$ cat config.mk
export PLATFORM = sky130hd
export DESIGN_NAME = acc_rmw_ctrl_flat
export DESIGN_NICKNAME = d
export VERILOG_FILES = /design/src/rtl/acc_rmw_ctrl_pkg.sv /design/src/rtl/acc_rmw_ctrl_if.sv /design/src/rtl/acc_rmw_ctrl_fwd_stage.sv /design/src/rtl/acc_rmw_ctrl.sv /design/src/flat_wrapper.sv
export SDC_FILE = /design/constraint.sdc
export NUM_CORES = 1
export LEC_CHECK = 0
export BUFFER_PORTS_ARGS = -buffer_cell sky130_fd_sc_hd__buf_4
export CORE_ASPECT_RATIO = 0.6
export CORE_MARGIN = 3
export CORE_UTILIZATION = 54
export DETAILED_ROUTE_END_ITERATION = 16
export GPL_TIMING_DRIVEN = 0
export PLACE_DENSITY = 0.86
export SLEW_MARGIN = 20
export SYNTH_ARGS = -nofsm -noshare
export SYNTH_HDL_FRONTEND = slang
export SYNTH_SLANG_ARGS = --single-unit
$ cat constraint.sdc
create_clock -name clk -period 4.95 [get_ports clk]
set_clock_uncertainty 0.1 [all_clocks]
set_input_delay 0.2475 -clock clk [delete_from_list [all_inputs] [get_ports clk]]
set_output_delay 0.2475 -clock clk [all_outputs]
set_load 0.03 [all_outputs]
$ cat src/rtl/acc_rmw_ctrl_pkg.sv
// Shared types for the accumulator read-modify-write controller.
// Stage structs are sized by ACC_AW/ACC_DW; the controller's AW/DW parameters default to these.
package acc_pkg;

  localparam int ACC_AW = 8;
  localparam int ACC_DW = 32;

  typedef enum logic [2:0] {
    ST_ACCUM    = 3'd0,
    ST_FLUSH    = 3'd1,
    ST_DRAIN_RD = 3'd2,
    ST_DRAIN_WT = 3'd3,
    ST_DONE     = 3'd4
  } acc_state_e;

  typedef struct packed {
    logic              valid;
    logic              first;
    logic [ACC_AW-1:0] addr;
    logic [ACC_DW-1:0] data;
  } acc_s1_t;

  typedef struct packed {
    logic              valid;
    logic [ACC_AW-1:0] addr;
    logic [ACC_DW-1:0] sum;
  } acc_s2_t;

endpackage

$ cat src/rtl/acc_rmw_ctrl_if.sv
// Beat input, drain output and RAM port bundle of the accumulator controller.
interface acc_rmw_ctrl_if
  import acc_pkg::*;
#(
  parameter int AW = ACC_AW,
  parameter int DW = ACC_DW
) ();

  logic          in_valid;
  logic          in_ready;
  logic [AW-1:0] in_addr;
  logic [DW-1:0] in_data;
  logic          in_first;
  logic          drain_start;
  logic [AW-1:0] drain_last;
  logic          out_valid;
  logic          out_ready;
  logic [DW-1:0] out_data;
  logic [AW-1:0] out_addr;
  logic          busy;
  logic          done;
  logic          ram_rd_en;
  logic [AW-1:0] ram_rd_addr;
  logic [DW-1:0] ram_rd_data;
  logic          ram_wr_en;
  logic [AW-1:0] ram_wr_addr;
  logic [DW-1:0] ram_wr_data;

  modport slave (
    input  in_valid, in_addr, in_data, in_first, drain_start, drain_last,
           out_ready, ram_rd_data,
    output in_ready, out_valid, out_data, out_addr, busy, done,
           ram_rd_en, ram_rd_addr, ram_wr_en, ram_wr_addr, ram_wr_data
  );

  modport master (
    output in_valid, in_addr, in_data, in_first, drain_start, drain_last,
           out_ready, ram_rd_data,
    input  in_ready, out_valid, out_data, out_addr, busy, done,
           ram_rd_en, ram_rd_addr, ram_wr_en, ram_wr_addr, ram_wr_data
  );

endinterface

$ cat src/rtl/acc_rmw_ctrl_fwd_stage.sv
// S1/S2 accumulate pipeline: forwarding operand select, wrapping adder and write-port drive.
module acc_fwd_stage
  import acc_pkg::*;
(
  input  logic              clk,
  input  logic              rst,
  input  logic              accept,
  input  logic [ACC_AW-1:0] beat_addr,
  input  logic [ACC_DW-1:0] beat_data,
  input  logic              beat_first,
  input  logic [ACC_DW-1:0] rd_data,
  output logic              wr_en,
  output logic [ACC_AW-1:0] wr_addr,
  output logic [ACC_DW-1:0] wr_data,
  output logic              s1_valid,
  output logic              s2_valid
);

  acc_s1_t           s1_r;
  acc_s2_t           s2_r;
  logic [ACC_DW-1:0] operand_s;
  logic [ACC_DW-1:0] sum_s;

  // Stage registers: S1 holds the accepted beat, S2 mirrors the write S1 just issued.
  always_ff @(posedge clk) begin
    if (rst) begin
      s1_r <= '0;
      s2_r <= '0;
    end else begin
      s1_r.valid <= accept;
      if (accept) begin
        s1_r.first <= beat_first;
        s1_r.addr  <= beat_addr;
        s1_r.data  <= beat_data;
      end
      s2_r.valid <= s1_r.valid;
      s2_r.addr  <= s1_r.addr;
      s2_r.sum   <= sum_s;
    end
  end

  // Operand select: a write landing on the same edge as our read leaves the RAM stale, S2 covers it.
  always_comb begin
    operand_s = rd_data;
    if (s1_r.first) begin
      operand_s = '0;
    end else if (s2_r.valid && (s2_r.addr == s1_r.addr)) begin
      operand_s = s2_r.sum;
    end else begin
      operand_s = rd_data;
    end
    sum_s = operand_s + s1_r.data;
  end

  assign wr_en    = s1_r.valid;
  assign wr_addr  = s1_r.valid ? s1_r.addr : '0;
  assign wr_data  = s1_r.valid ? sum_s : '0;
  assign s1_valid = s1_r.valid;
  assign s2_valid = s2_r.valid;

endmodule

$ cat src/rtl/acc_rmw_ctrl.sv
// Accumulator bank read-modify-write controller with drain sequencer.
// Optional ACC_CLEAR_ON_DRAIN_EN: zero each word in the bank as it is handed to the consumer.
module acc_rmw_ctrl
  import acc_pkg::*;
#(
  parameter int AW = ACC_AW,
  parameter int DW = ACC_DW
) (
  input logic           clk,
  input logic           rst,
  acc_rmw_ctrl_if.slave bus
);

  acc_state_e    state_r;
  acc_state_e    state_s;
  logic [AW-1:0] cnt_r;
  logic          wt_first_r;
  logic [DW-1:0] out_data_r;

  logic          accept_s;
  logic          out_hs_s;
  logic          clr_wr_s;
  logic          fwd_wr_en_s;
  logic [AW-1:0] fwd_wr_addr_s;
  logic [DW-1:0] fwd_wr_data_s;
  logic          s1_valid_s;
  logic          s2_valid_s;
  logic          rd_en_s;
  logic [AW-1:0] rd_addr_s;
  logic          wr_en_s;
  logic [AW-1:0] wr_addr_s;
  logic [DW-1:0] wr_data_s;
  logic          out_valid_s;

  assign accept_s = bus.in_valid && (state_r == ST_ACCUM);
  assign out_hs_s = (state_r == ST_DRAIN_WT) && bus.out_ready;

`ifdef ACC_CLEAR_ON_DRAIN_EN
  assign clr_wr_s = out_hs_s;
`else
  assign clr_wr_s = 1'b0;
`endif

  acc_fwd_stage u_fwd (
    .clk        (clk),
    .rst        (rst),
    .accept     (accept_s),
    .beat_addr  (bus.in_addr),
    .beat_data  (bus.in_data),
    .beat_first (bus.in_first),
    .rd_data    (bus.ram_rd_data),
    .wr_en      (fwd_wr_en_s),
    .wr_addr    (fwd_wr_addr_s),
    .wr_data    (fwd_wr_data_s),
    .s1_valid   (s1_valid_s),
    .s2_valid   (s2_valid_s)
  );

  // FSM state register.
  always_ff @(posedge clk) begin
    if (rst) begin
      state_r <= ST_ACCUM;
    end else begin
      state_r <= state_s;
    end
  end

  // Next-state logic; S2 only ever copies S1, so an empty S1 means both stages are empty past this edge.
  always_comb begin
    state_s = state_r;
    case (state_r)
      ST_ACCUM:    state_s = bus.drain_start ? ST_FLUSH : ST_ACCUM;
      ST_FLUSH:    state_s = s1_valid_s ? ST_FLUSH : ST_DRAIN_RD;
      ST_DRAIN_RD: state_s = ST_DRAIN_WT;
      ST_DRAIN_WT: begin
        if (bus.out_ready) begin
          state_s = (cnt_r == bus.drain_last) ? ST_DONE : ST_DRAIN_RD;
        end else begin
          state_s = ST_DRAIN_WT;
        end
      end
      ST_DONE:     state_s = ST_ACCUM;
      default:     state_s = ST_ACCUM;
    endcase
  end

  // Drain counter and output capture; the first DRAIN_WT cycle passes RAM data straight through.
  always_ff @(posedge clk) begin
    if (rst) begin
      cnt_r      <= '0;
      wt_first_r <= 1'b0;
      out_data_r <= '0;
    end else begin
      wt_first_r <= (state_r == ST_DRAIN_RD);
      if (wt_first_r) begin
        out_data_r <= bus.ram_rd_data;
      end
      if ((state_r == ST_FLUSH) && (state_s == ST_DRAIN_RD)) begin
        cnt_r <= '0;
      end else if (out_hs_s && (cnt_r != bus.drain_last)) begin
        cnt_r <= cnt_r + {{(AW-1){1'b0}}, 1'b1};
      end
    end
  end

  // RAM port steering: beats and drain share the read port, S1 and drain-clear share the write port.
  always_comb begin
    rd_en_s   = 1'b0;
    rd_addr_s = '0;
    wr_en_s   = 1'b0;
    wr_addr_s = '0;
    wr_data_s = '0;
    if (accept_s) begin
      rd_en_s   = 1'b1;
      rd_addr_s = bus.in_addr;
    end else if (state_r == ST_DRAIN_RD) begin
      rd_en_s   = 1'b1;
      rd_addr_s = cnt_r;
    end else begin
      rd_en_s   = 1'b0;
      rd_addr_s = '0;
    end
    if (fwd_wr_en_s) begin
      wr_en_s   = 1'b1;
      wr_addr_s = fwd_wr_addr_s;
      wr_data_s = fwd_wr_data_s;
    end else if (clr_wr_s) begin
      wr_en_s   = 1'b1;
      wr_addr_s = cnt_r;
      wr_data_s = '0;
    end else begin
      wr_en_s   = 1'b0;
      wr_addr_s = '0;
      wr_data_s = '0;
    end
  end

  assign out_valid_s     = (state_r == ST_DRAIN_WT);
  assign bus.in_ready    = (state_r == ST_ACCUM);
  assign bus.out_valid   = out_valid_s;
  assign bus.out_addr    = out_valid_s ? cnt_r : '0;
  assign bus.out_data    = !out_valid_s ? '0 : (wt_first_r ? bus.ram_rd_data : out_data_r);
  assign bus.busy        = (state_r != ST_ACCUM) || s1_valid_s || s2_valid_s;
  assign bus.done        = (state_r == ST_DONE);
  assign bus.ram_rd_en   = rd_en_s;
  assign bus.ram_rd_addr = rd_addr_s;
  assign bus.ram_wr_en   = wr_en_s;
  assign bus.ram_wr_addr = wr_addr_s;
  assign bus.ram_wr_data = wr_data_s;

endmodule
$ cat src/flat_wrapper.sv
// flat-port wrapper written by rule: the top's interface ports become plain ports
module acc_rmw_ctrl_flat import acc_pkg::*;
#(
  parameter int AW = ACC_AW,
  parameter int DW = ACC_DW
)
  (clk, rst, bus_in_valid, bus_in_addr, bus_in_data, bus_in_first, bus_drain_start, bus_drain_last, bus_out_ready, bus_ram_rd_data, bus_in_ready, bus_out_valid, bus_out_data, bus_out_addr, bus_busy, bus_done, bus_ram_rd_en, bus_ram_rd_addr, bus_ram_wr_en, bus_ram_wr_addr, bus_ram_wr_data);
  acc_rmw_ctrl_if #(.AW(AW), .DW(DW)) bus_i ();
  input logic clk;
  input logic rst;
  input wire logic [$bits(bus_i.in_valid)-1:0] bus_in_valid;
  input wire logic [$bits(bus_i.in_addr)-1:0] bus_in_addr;
  input wire logic [$bits(bus_i.in_data)-1:0] bus_in_data;
  input wire logic [$bits(bus_i.in_first)-1:0] bus_in_first;
  input wire logic [$bits(bus_i.drain_start)-1:0] bus_drain_start;
  input wire logic [$bits(bus_i.drain_last)-1:0] bus_drain_last;
  input wire logic [$bits(bus_i.out_ready)-1:0] bus_out_ready;
  input wire logic [$bits(bus_i.ram_rd_data)-1:0] bus_ram_rd_data;
  output wire logic [$bits(bus_i.in_ready)-1:0] bus_in_ready;
  output wire logic [$bits(bus_i.out_valid)-1:0] bus_out_valid;
  output wire logic [$bits(bus_i.out_data)-1:0] bus_out_data;
  output wire logic [$bits(bus_i.out_addr)-1:0] bus_out_addr;
  output wire logic [$bits(bus_i.busy)-1:0] bus_busy;
  output wire logic [$bits(bus_i.done)-1:0] bus_done;
  output wire logic [$bits(bus_i.ram_rd_en)-1:0] bus_ram_rd_en;
  output wire logic [$bits(bus_i.ram_rd_addr)-1:0] bus_ram_rd_addr;
  output wire logic [$bits(bus_i.ram_wr_en)-1:0] bus_ram_wr_en;
  output wire logic [$bits(bus_i.ram_wr_addr)-1:0] bus_ram_wr_addr;
  output wire logic [$bits(bus_i.ram_wr_data)-1:0] bus_ram_wr_data;
  assign bus_i.in_valid = bus_in_valid;
  assign bus_i.in_addr = bus_in_addr;
  assign bus_i.in_data = bus_in_data;
  assign bus_i.in_first = bus_in_first;
  assign bus_i.drain_start = bus_drain_start;
  assign bus_i.drain_last = bus_drain_last;
  assign bus_i.out_ready = bus_out_ready;
  assign bus_i.ram_rd_data = bus_ram_rd_data;
  assign bus_in_ready = bus_i.in_ready;
  assign bus_out_valid = bus_i.out_valid;
  assign bus_out_data = bus_i.out_data;
  assign bus_out_addr = bus_i.out_addr;
  assign bus_busy = bus_i.busy;
  assign bus_done = bus_i.done;
  assign bus_ram_rd_en = bus_i.ram_rd_en;
  assign bus_ram_rd_addr = bus_i.ram_rd_addr;
  assign bus_ram_wr_en = bus_i.ram_wr_en;
  assign bus_ram_wr_addr = bus_i.ram_wr_addr;
  assign bus_ram_wr_data = bus_i.ram_wr_data;
  acc_rmw_ctrl #(.AW(AW), .DW(DW)) u_core (.clk(clk), .rst(rst), .bus(bus_i));
endmodule
==> impl_metrics.yaml <==
status:
  run_status: "completed"
synth:
  synth_xor_xnor_area_share: 0.0615
  synth_ff_type: "dfxtp_1"
  synthAdderAreaFrac: 0.0579
  syn_area_um2: 7270
  synth_area_leaders: "dfxtp_1 (35%), mux2i_1 (9.2%), nand2_1 (7.5%)"
  seq_area_frac_synth: 0.350
  syn_inst: 905
  synth_top_family_by_area: "simple AND/OR/NAND/NOR gates"
  avgSynthCellArea_um2: 8.03
  synthSimpleGateAreaFrac: 0.263
  ys_ff_latch: 127
  synthMuxAreaShare: 0.0959
  synth_edf_count: 0
  synth-async-reset-ratio: 0
  synth_compound_area_frac: 0.125
  syn_nets: 1024
  synth.distinct_cells: 61
  synth.top_cells.by_count: "nand2_1 (145), nor2_1 (131), dfxtp_1 (127)"
  synth_top_cell_by_area: "dfxtp_1"
  yosys_warnings: 0
  synth_top_area_frac: 0.350
  synth.most_common_cell: "nand2_1"
floorplanning:
  fp.dieW_um: 156
  rows: 32
  die-area_um2: 14900
  ios: 180
  design.core.area_um2: 13000
  initial_core_util: 0.558
  die_y_um: 95.9
critical_path:
  slowest_stage: "fa_1"
  worst_setup_path_start_kind: "register"
  cp_top_family: "simple AND/OR/NAND/NOR gates"
  path_buf_inv: 2
  worst_setup_path_end_kind: "output port"
  crit_top_cell: "mux2i_1"
  critical_path_class: "reg2out"
  cp_max_fo: 10
  required_ns: 4.60
  cp_cell_sequence: "xor2_1, nor4_1, nand3_1, nor2_4, buf_12, mux2i_1, nor2_1, ha_2, fa_1, a21o_1, a221oi_4, o21bai_2, a31oi_4, nor4_2, nor3_4, mux2i_1, buf_4"
  crit_arrival_ns: 4.42
  r2r_slack_ns: 0.80
  critical-path-max-stage-delay_ns: 0.40
cells_and_area:
  final_nets: 1263
  fin_util: 0.760
  drive_gt1_frac: 0.232
  area_growth_pct: 36.0
  diodes: 0
  num-fill-cells: 996
route:
  vias: 7301
  dr.pass1.iters: 6
  routed_wl_mm: 23.2
  drt_iter0_drc: 734
  drc: 0
  vias_per_cell: 5.50
  post_drt_wl_per_cell_um: 17.5
  ant_nets: 0
place:
  place.gp.congestion: 0.930
  io_buffers: 179
  pre_cts_slack_ns: 0.166
  hpwl_mm: 16.8
timing:
  fin_crit_sh: 0.963
  rsz0062_at_grt: "yes"
  fmax_mhz: 210
  worst_pin_slew_ns: 0.946
  hold_violations: 0
  period_minus_slack_ns: 4.77
  setup_viol: 0
  worst_slack_ns: 0.181
  slew_violations: 0
  max_slew_margin: 0.368
  fin_tns_setup_ns: 0
power:
  p_seq_frac: 0.354
  p_int_mw: 2.17
  ir_drop_uv: 259
  power_per_cell_area_nw_per_um2: 327
  power.share.switching: 0.331
  leakagePower_nw: 4.32
  power.switching_mw: 1.07
  comb_power_share: 0.275
  clkPwrFrac: 0.371
clock_tree:
  clock_path_buffers: 2
  worstSkewPairLatency_ns: 0.42
  cts_buffers: 17
  htree_levels: 4
  tritoncts: "built"
  clkSlewWorstSetupHoldPaths_ns: 0.06
  cts_root_buffer: "clkbuf_16"
  numClockSinks: 127
global_route:
  grt_pass1_vias: 6990
  grt_overflow: 0
  antenna_found_initial: 0
  grt_usage: 0.305
  grt_max_degree: 17
  grt_pass1_wl_mm: 35.7
hold_path:
  holdCritPathClass: "in2reg"
flow_run:
  cap_violations: 0
[power by group through the flow]
stage | combinational, mW | clock [mW] | sequential [mW]
global placement | 0.802 | 0 | 1.16
global route | 0.959 | 1.25 | 1.15
detailed placement | 0.814 | 0 | 1.17
floorplan | 0.562 | 0 | 1.16
finish | 0.889 | 1.20 | 1.15
CTS | 0.850 | 1.20 | 1.14
[cell type report]
class,instances,area [um^2],area share
Timing Repair Buffer,220,1740,0.176
Inverter,10,37.5,0.00380
Sequential cell,127,2540,0.257
Tap cell,170,213,0.0215
Clock inverter,15,138,0.0139
Buffer,58,325,0.0329
Multi-Input combinational cell,710,4470,0.452
Clock buffer,17,425,0.0430
[timing repair]
item / in CTS / in global routing
setup buffers: 0 / 7
resized for setup: 4 / 21
pin swaps: 0 / 9
hold endpoints to repair: 34 / 0
hold buffers: 34 / 0
endpoints found under the setup margin: 11 / 15
[routing by layer]
layer | track usage | part of all wire | up-vias | routed length, um
li1 | - | - | 3516 | -
met1 | 0.428 | 0.47 | 3421 | 11000
met2 | 0.466 | 0.43 | 327 | 9900
met3 | 0.0737 | 0.082 | 37 | 1910
met4 | 0.0926 | 0.017 | 0 | 386
met5 | 0 | 0 | - | 0
[path summary, 6_finish.rpt]
kind | depth (start not counted) | to | from
setup reg to reg | 16 | u_core.u_fwd.s2_r[28] | u_core.u_fwd.s1_r[35]
setup / recovery | 17 | bus_ram_wr_data[28] | u_core.u_fwd.s1_r[35]
hold / removal | 3 | u_core.out_data_r[25] | bus_ram_rd_data[25]
hold reg to reg | 2 | u_core.u_fwd.s1_r[22] | u_core.u_fwd.s1_r[22]
[state kept, by name, summed over array words and instances, names as in the netlist]
register	cells
u_core.cnt_r	8
u_core.u_fwd.s2_valid	1
u_core.u_fwd.s1_valid	1
u_core.state_r	3
u_core.wt_first_r	1
u_core.u_fwd.s2_r	40
u_core.out_data_r	32
u_core.u_fwd.s1_r	41
[worst register-to-register path: stages (launching register included)]
cell and delay, ns:
dfxtp_1 0.33, xor2_1 0.17, nor4_1 0.28, nand3_1 0.22, nor2_4 0.27, buf_12 0.19
mux2i_1 0.19, nor2_1 0.06, ha_2 0.23, fa_1 0.40, a21o_1 0.22, a221oi_4 0.35
o21bai_2 0.16, a31oi_4 0.24, nor4_2 0.09, nor3_4 0.18, mux2_1 0.35
[cell usage in the layout, fill, tap and decap left out, types with 11 or more instances in the layout]
master	synthesis	final
a21o_1	11	11
a21oi_1	71	69
and2_1	45	45
buf_4	4	188
clkbuf_1	38	38
clkbuf_16	0	17
dfxtp_1	127	127
dlygate4sd3_1	0	34
ha_1	32	28
mux2i_1	67	67
nand2_1	145	145
nand4_1	13	13
nor2_1	131	129
nor2b_1	41	41
o21ai_0	17	14
xnor2_1	22	21
xor2_1	29	29
[per-stage QoR]
step | instance area (um^2) | instances | hold WS, ns | total power [mW]
2_1_floorplan | 7270 | 905 | 0.283 | 1.72
3_3_place_gp | 8820 | 1254 | 0.350 | 1.96
3_5_place_dp | 8820 | 1254 | 0.354 | 1.98
4_1_cts | 9750 | 1320 | 0.000833 | 3.20
5_1_grt | 9880 | 1327 | 0.00778 | 3.36
6_report | 9880 | 1327 | 0.00460 | 3.23
[cells by family after synthesis]
family,after synthesis
multiplexers,69
buffers and inverters,68
XOR/XNOR,51
adder cells (fa/ha/maj),33
AND/OR/NAND/NOR,413
AO/OA/AOI/OAI,144
flip-flops,127
(Power assumes the default switching activity.)
